===== config.mk =====
export PLATFORM = sky130hd
export DESIGN_NAME = tl_beat_rr_arbiter
export DESIGN_NICKNAME = d
export VERILOG_FILES = /design/src/rtl/tl_arb_pkg.sv /design/src/rtl/tl_rr_pick.sv /design/src/rtl/tl_beat_rr_arbiter.sv
export SDC_FILE = /design/constraint.sdc
export NUM_CORES = 1
export LEC_CHECK = 0
export CAP_MARGIN = 25
export CORE_ASPECT_RATIO = 0.5
export CORE_MARGIN = 4
export CORE_UTILIZATION = 31
export DETAILED_ROUTE_END_ITERATION = 8
export PLACE_DENSITY_LB_ADDON = 0.1
export SKIP_CTS_REPAIR_TIMING = 1
export SYNTH_ARGS = -nofsm -noshare
export SYNTH_HDL_FRONTEND = slang
export SYNTH_SLANG_ARGS = --single-unit

===== constraint.sdc =====
create_clock -name clock -period 2.1 [get_ports clock]
set_input_delay 0.42 -clock clock [delete_from_list [all_inputs] [get_ports clock]]
set_output_delay 0.42 -clock clock [all_outputs]
set_load 0.1 [all_outputs]

===== src/rtl/tl_arb_pkg.sv =====
// Shared types and helpers for the burst-locking round-robin arbiters.
// rr_pick is the behavioural reference for the tl_rr_pick datapath.
package tl_arb_pkg;

  typedef enum logic {
    IDLE = 1'b0,
    LOCK = 1'b1
  } arb_state_e;

  localparam int NREQ_DEF   = 3;
  localparam int BEAT_W_DEF = 4;
  localparam int PTR_W      = $clog2(NREQ_DEF);
  localparam int MAXN       = 8;
  localparam int MAXP       = 3;

  // First set bit scanning ptr, ptr+1, ... modulo n.
  function automatic logic [MAXN-1:0] rr_pick(
    input logic [MAXN-1:0] req,
    input logic [MAXP-1:0] ptr,
    input int unsigned     n
  );
    logic [MAXN-1:0] gnt;
    logic [MAXP-1:0] idx;
    logic            done;
    gnt  = '0;
    done = 1'b0;
    for (int unsigned k = 0; k < MAXN; k++) begin
      idx = MAXP'((32'(ptr) + k) % n);
      if (!done && (k < n) && req[idx]) begin
        gnt[idx] = 1'b1;
        done     = 1'b1;
      end
    end
    return gnt;
  endfunction

endpackage


===== src/rtl/tl_rr_pick.sv =====
// Combinational round-robin picker: rotate by ptr, isolate the lowest
// set bit, rotate back. Output is one-hot or zero.
module tl_rr_pick
  import tl_arb_pkg::*;
#(
  parameter int NREQ = 3,
  parameter int PW   = (NREQ > 1) ? $clog2(NREQ) : 1
) (
  input  logic [NREQ-1:0] req,
  input  logic [PW-1:0]   ptr,
  output logic [NREQ-1:0] gnt
);

  logic [2*NREQ-1:0] w_dbl;
  logic [NREQ-1:0]   w_rot;
  logic [NREQ-1:0]   w_pe;

  assign w_dbl = {req, req};
  assign w_rot = NREQ'(w_dbl >> ptr);
  assign w_pe  = w_rot & (~w_rot + NREQ'(1));
  assign gnt   = NREQ'(({w_pe, w_pe} << ptr) >> NREQ);

endmodule


===== src/rtl/tl_beat_rr_arbiter.sv =====
// Round-robin arbiter that locks the shared channel to one requester
// for a whole multi-beat burst, with a registered grant decision.
module tl_beat_rr_arbiter
  import tl_arb_pkg::*;
#(
  parameter int NREQ   = 3,
  parameter int BEAT_W = 4
) (
  input  logic                   clock,
  input  logic                   reset_n,
  input  logic [NREQ-1:0]        req_valid,
  input  logic [NREQ*BEAT_W-1:0] req_beats,
  output logic [NREQ-1:0]        req_ready,
  output logic                   out_valid,
  input  logic                   out_ready,
  output logic [NREQ-1:0]        out_sel,
  output logic                   out_last,
  output logic                   busy
);

  localparam int PW = (NREQ > 1) ? $clog2(NREQ) : 1;

  arb_state_e        r_state, w_nstate;
  logic [NREQ-1:0]   r_sel, w_nsel;
  logic [BEAT_W-1:0] r_cnt, w_ncnt;
  logic [PW-1:0]     r_ptr, w_nptr;
  logic [PW-1:0]     r_own, w_nown;

  logic [NREQ-1:0]   w_gnt;
  logic [PW-1:0]     w_win_idx;
  logic [BEAT_W-1:0] w_win_beats;
  logic              w_lock;
  logic              w_fire;

  tl_rr_pick #(
    .NREQ (NREQ),
    .PW   (PW)
  ) u_pick (
    .req (req_valid),
    .ptr (r_ptr),
    .gnt (w_gnt)
  );

  always_comb begin
    w_win_idx   = '0;
    w_win_beats = '0;
    for (int i = 0; i < NREQ; i++) begin
      if (w_gnt[i]) begin
        w_win_idx   = PW'(i);
        w_win_beats = req_beats[i*BEAT_W +: BEAT_W];
      end
    end
  end

  assign w_lock    = (r_state == LOCK);
  assign busy      = w_lock;
  assign out_sel   = r_sel;
  assign out_valid = w_lock && |(req_valid & r_sel);
  assign req_ready = w_lock ? (r_sel & {NREQ{out_ready}}) : '0;
  assign out_last  = w_lock && (r_cnt == '0);
  assign w_fire    = out_valid && out_ready;

  always_comb begin
    w_nstate = r_state;
    w_nsel   = r_sel;
    w_ncnt   = r_cnt;
    w_nptr   = r_ptr;
    w_nown   = r_own;
    unique case (r_state)
      IDLE: begin
        if (|req_valid) begin
          w_nstate = LOCK;
          w_nsel   = w_gnt;
          w_ncnt   = w_win_beats;
          w_nown   = w_win_idx;
        end
      end
      LOCK: begin
        // A fire on the last beat always leaves LOCK; no underflow path.
        if (w_fire) begin
          if (r_cnt == '0) begin
            w_nstate = IDLE;
            w_nsel   = '0;
            w_nptr   = (r_own == PW'(NREQ-1)) ? '0 : r_own + PW'(1);
          end else begin
            w_ncnt = r_cnt - BEAT_W'(1);
          end
        end
      end
      default: begin
        w_nstate = IDLE;
        w_nsel   = '0;
      end
    endcase
  end

  always_ff @(posedge clock) begin
    if (!reset_n) begin
      r_state <= IDLE;
      r_sel   <= '0;
      r_cnt   <= '0;
      r_ptr   <= '0;
      r_own   <= '0;
    end else begin
      r_state <= w_nstate;
      r_sel   <= w_nsel;
      r_cnt   <= w_ncnt;
      r_ptr   <= w_nptr;
      r_own   <= w_nown;
    end
  end

`ifndef SYNTHESIS
  a_onehot: assert property (@(posedge clock) disable iff (!reset_n)
    $onehot0(r_sel));
  a_idle_sel: assert property (@(posedge clock) disable iff (!reset_n)
    ((r_sel == '0) == (r_state == IDLE)));
  a_ready_own: assert property (@(posedge clock) disable iff (!reset_n)
    ((req_ready & ~r_sel) == '0));
`endif

endmodule


==> flow_summary_export.csv <==
group,metric,value,unit
run_status,status,"completed",
placement,dpl_cell_area,0.001242,mm²
logic_synthesis,netlist_top_cells_area,"dfxtp_1 (29%), a21oi_1 (6.6%), nand2_1 (5.4%)",
logic_synthesis,ys_types,43,
die,die_width,81.16,µm
die,start_util,0.3497,
logic_synthesis,synth_area,829.5,µm²
final_layout,finalNetCount,168,
logic_synthesis,synth_area_leader_cell,"dfxtp_1",
clocking,clock_path_buffers,2,
power,ir_drop,0.0002713,V
setup_path,crit_arrival,1.61,ns
logic_synthesis,synth-seq-cells,12,
clocking,cts_buffers,3,
setup_path,cpMaxStageDelayCell,"nor3b_4",
clocking,cts_tree,"built",
grt,grt_pass1_vias,871,
grt,grt_pass1_wl,4146,µm
sta,worstMarginPinSlew,0.4554,ns
power,switching_share,0.3394,
logic_synthesis,async_flop_share,0,
clocking,clk_latency,0.25,ns
sta,hold_slack,0.4663,ns
power,p_sw,271.7,µW
sta,tns,0,ns
clocking,root_buffer,"clkbuf_8",
final_layout,final_common_cell,"buf_4",
power,power_frac_seq,0.330,
routing,firstDrtPassIters,4,
grt,grtUsageTotal,0.1521,
setup_path,crit_chain,"inv_1, ha_2, nor3b_4, and2_4, buf_12",
die,ios,27,
die,num_rows,12,
setup_path,setup.worst_path.start_class,"flop",
routing,wirelength,2477,µm
setup_path,max_stage_delay,0.34,ns
grt,grt-ovfl-total,0,
setup_path,reg2reg_depth,8,
final_layout,diodes,0,
flow_run,max_cap_violations,0,
final_layout,drive_above_1_share,0.2703,
setup_path,reg2reg_slack,0.44,ns
final_layout,most-common-layout-cells,"buf_4 (16), clkdlybuf4s50_1 (15), nand2_1 (12)",
die,dieArea,0.003618,mm²
sta,finalSetupViolCount,0,
setup_path,path_class,"flop to output pin",
logic_synthesis,yosys_most_used_dff,"dfxtp_1",
final_layout,fin_area,0.001320,mm²
power,p_clk_frac,0.330,
routing,vias_per_cell,5.115,
sta,layout_min_cycle_time,2.026,ns
logic_synthesis,ys_warn_count,0,
placement,gp_congestion,0.7764,
hold_path,hold_depth,2,
logic_synthesis,syn_nets,130,
setup_path,cp_data_required_time,1.68,ns
sta,slew_viol_final,0,
sta,fmax,0.4936,GHz
routing,drc,0,
power,power_leakage,0.0005334,µW
routing,routed-via-count,936,
power,p_int,528.8,µW
setup_path,end_kind,"output pin",
grt,grt_max_degree,17,
sta,finClkSkew,0.006671,ns
sta,grt_setup_unrepaired,"yes",
final_layout,fillers,234,
sta,finalCritPeriodShare,0.9647,
final_layout,syn_to_final_growth,59.13,%
hold_path,min_path_type,"flop to flop",
routing,wire_per_inst,13.54,µm
placement,hpwl,1980,µm
logic_synthesis,avgSynthCellArea,7.473,µm²
logic_synthesis,synth_top_area_frac,0.2896,
clocking,cts-htree-levels,1,
grt,antenna_found_initial,0,
clocking,cts.sinks,12,
routing,drt_iter0_markers,48,
power,power.density,606.5,mW/mm²
placement,io_buffers,26,
sta,relSlewSlack,0.6886,
die,core_region_area,0.002372,mm²
clocking,cts.clk_slew.worst_paths,0.06,ns
die,die_h,44.58,µm
setup_path,cp_max_fo,5,
sta,final_hold_viol_count,0,
logic_synthesis,yosysSeqAreaShare,0.2896,
logic_synthesis,synth_edf_count,0,
logic_synthesis,synth_cells,111,
routing,ant_nets,0,
power,pwr-share-comb,0.340,
final cells by class:
class	instances	area [µm²]	area share
Multi-Input combinational cell	86	550.5	0.4171
Timing Repair Buffer	38	395.4	0.2995
Sequential cell	12	245.2	0.1858
Clock buffer	4	55.05	0.04171
Tap cell	35	43.79	0.03318
Inverter	8	30.03	0.02275
critical path, delay by kind of cell, from the launching register on:
family	cells	cell delay (ns)
simple gates	2	0.55
flops	1	0.33
buf+inv	2	0.26
fa+ha+maj	1	0.21
sequential cells by signal, summed over array words and instances (netlist names):
name and count:
r_own 2, r_ptr 2, r_cnt 4, busy 1, out_sel 3
per-stage QoR:
stage               worst slack (ns)  power (µW)  utilization  cells
floorplan                     0.1533       427.9            -    111
global placement            -0.09352       530.8       0.5237    178
detailed placement           -0.1225       530.5       0.5237    178
CTS                         -0.05264       800.1       0.5469    182
global route               -0.009886       840.5       0.5564    183
finish                       0.07421       800.6       0.5564    183
final timing paths:
path	to	start
worst max register to register	r_cnt[3]	r_cnt[0]
worst min register to register	r_own[1]	r_own[1]
worst max-delay path	out_last	r_cnt[0]
worst min-delay path	r_own[1]	r_own[1]
cells by family (layout without fill, tap and decap cells):
logic type      count (synthesis)  count (layout)  synth area share
flops                          12              12            0.2896
fa+ha+maj                       1               1           0.01508
simple gates                   51              51            0.3258
buf+inv                        13              50           0.07391
compound gates                 34              34            0.2956
cell usage after synthesis, drive strengths merged (2+ instances only):
master,count
or2,2
a21oi,11
nand4,2
a211oi,2
or2b,2
nand2b,3
nor2,8
o32ai,3
nand3,7
nor3,4
dfxtp,12
nand2,13
buf,3
a221oi,2
clkbuf,2
o21a,2
o21ai,4
inv,7
and3,3
a2111oi,2
layer usage:
layer	vias up	wire [µm]	part of all wire	track usage
li1	483	-	-	-
met1	427	1200	0.48	0.2201
met2	24	1063	0.43	0.2235
met3	2	196	0.079	0.04878
met4	0	16	0.0065	0.02020
met5	-	0	0	0
power by group through the flow:
stage                     clock [µW]  combinational (µW)  sequential [µW]
final                            264                 272              264
after global routing             279                 295              267
after CTS                        274                 264              263
after detailed placement           0                 263              268
after global placement             0                 263              268
after floorplan                    0                 138              290
Note: power is estimated with default switching activity, not from simulation.
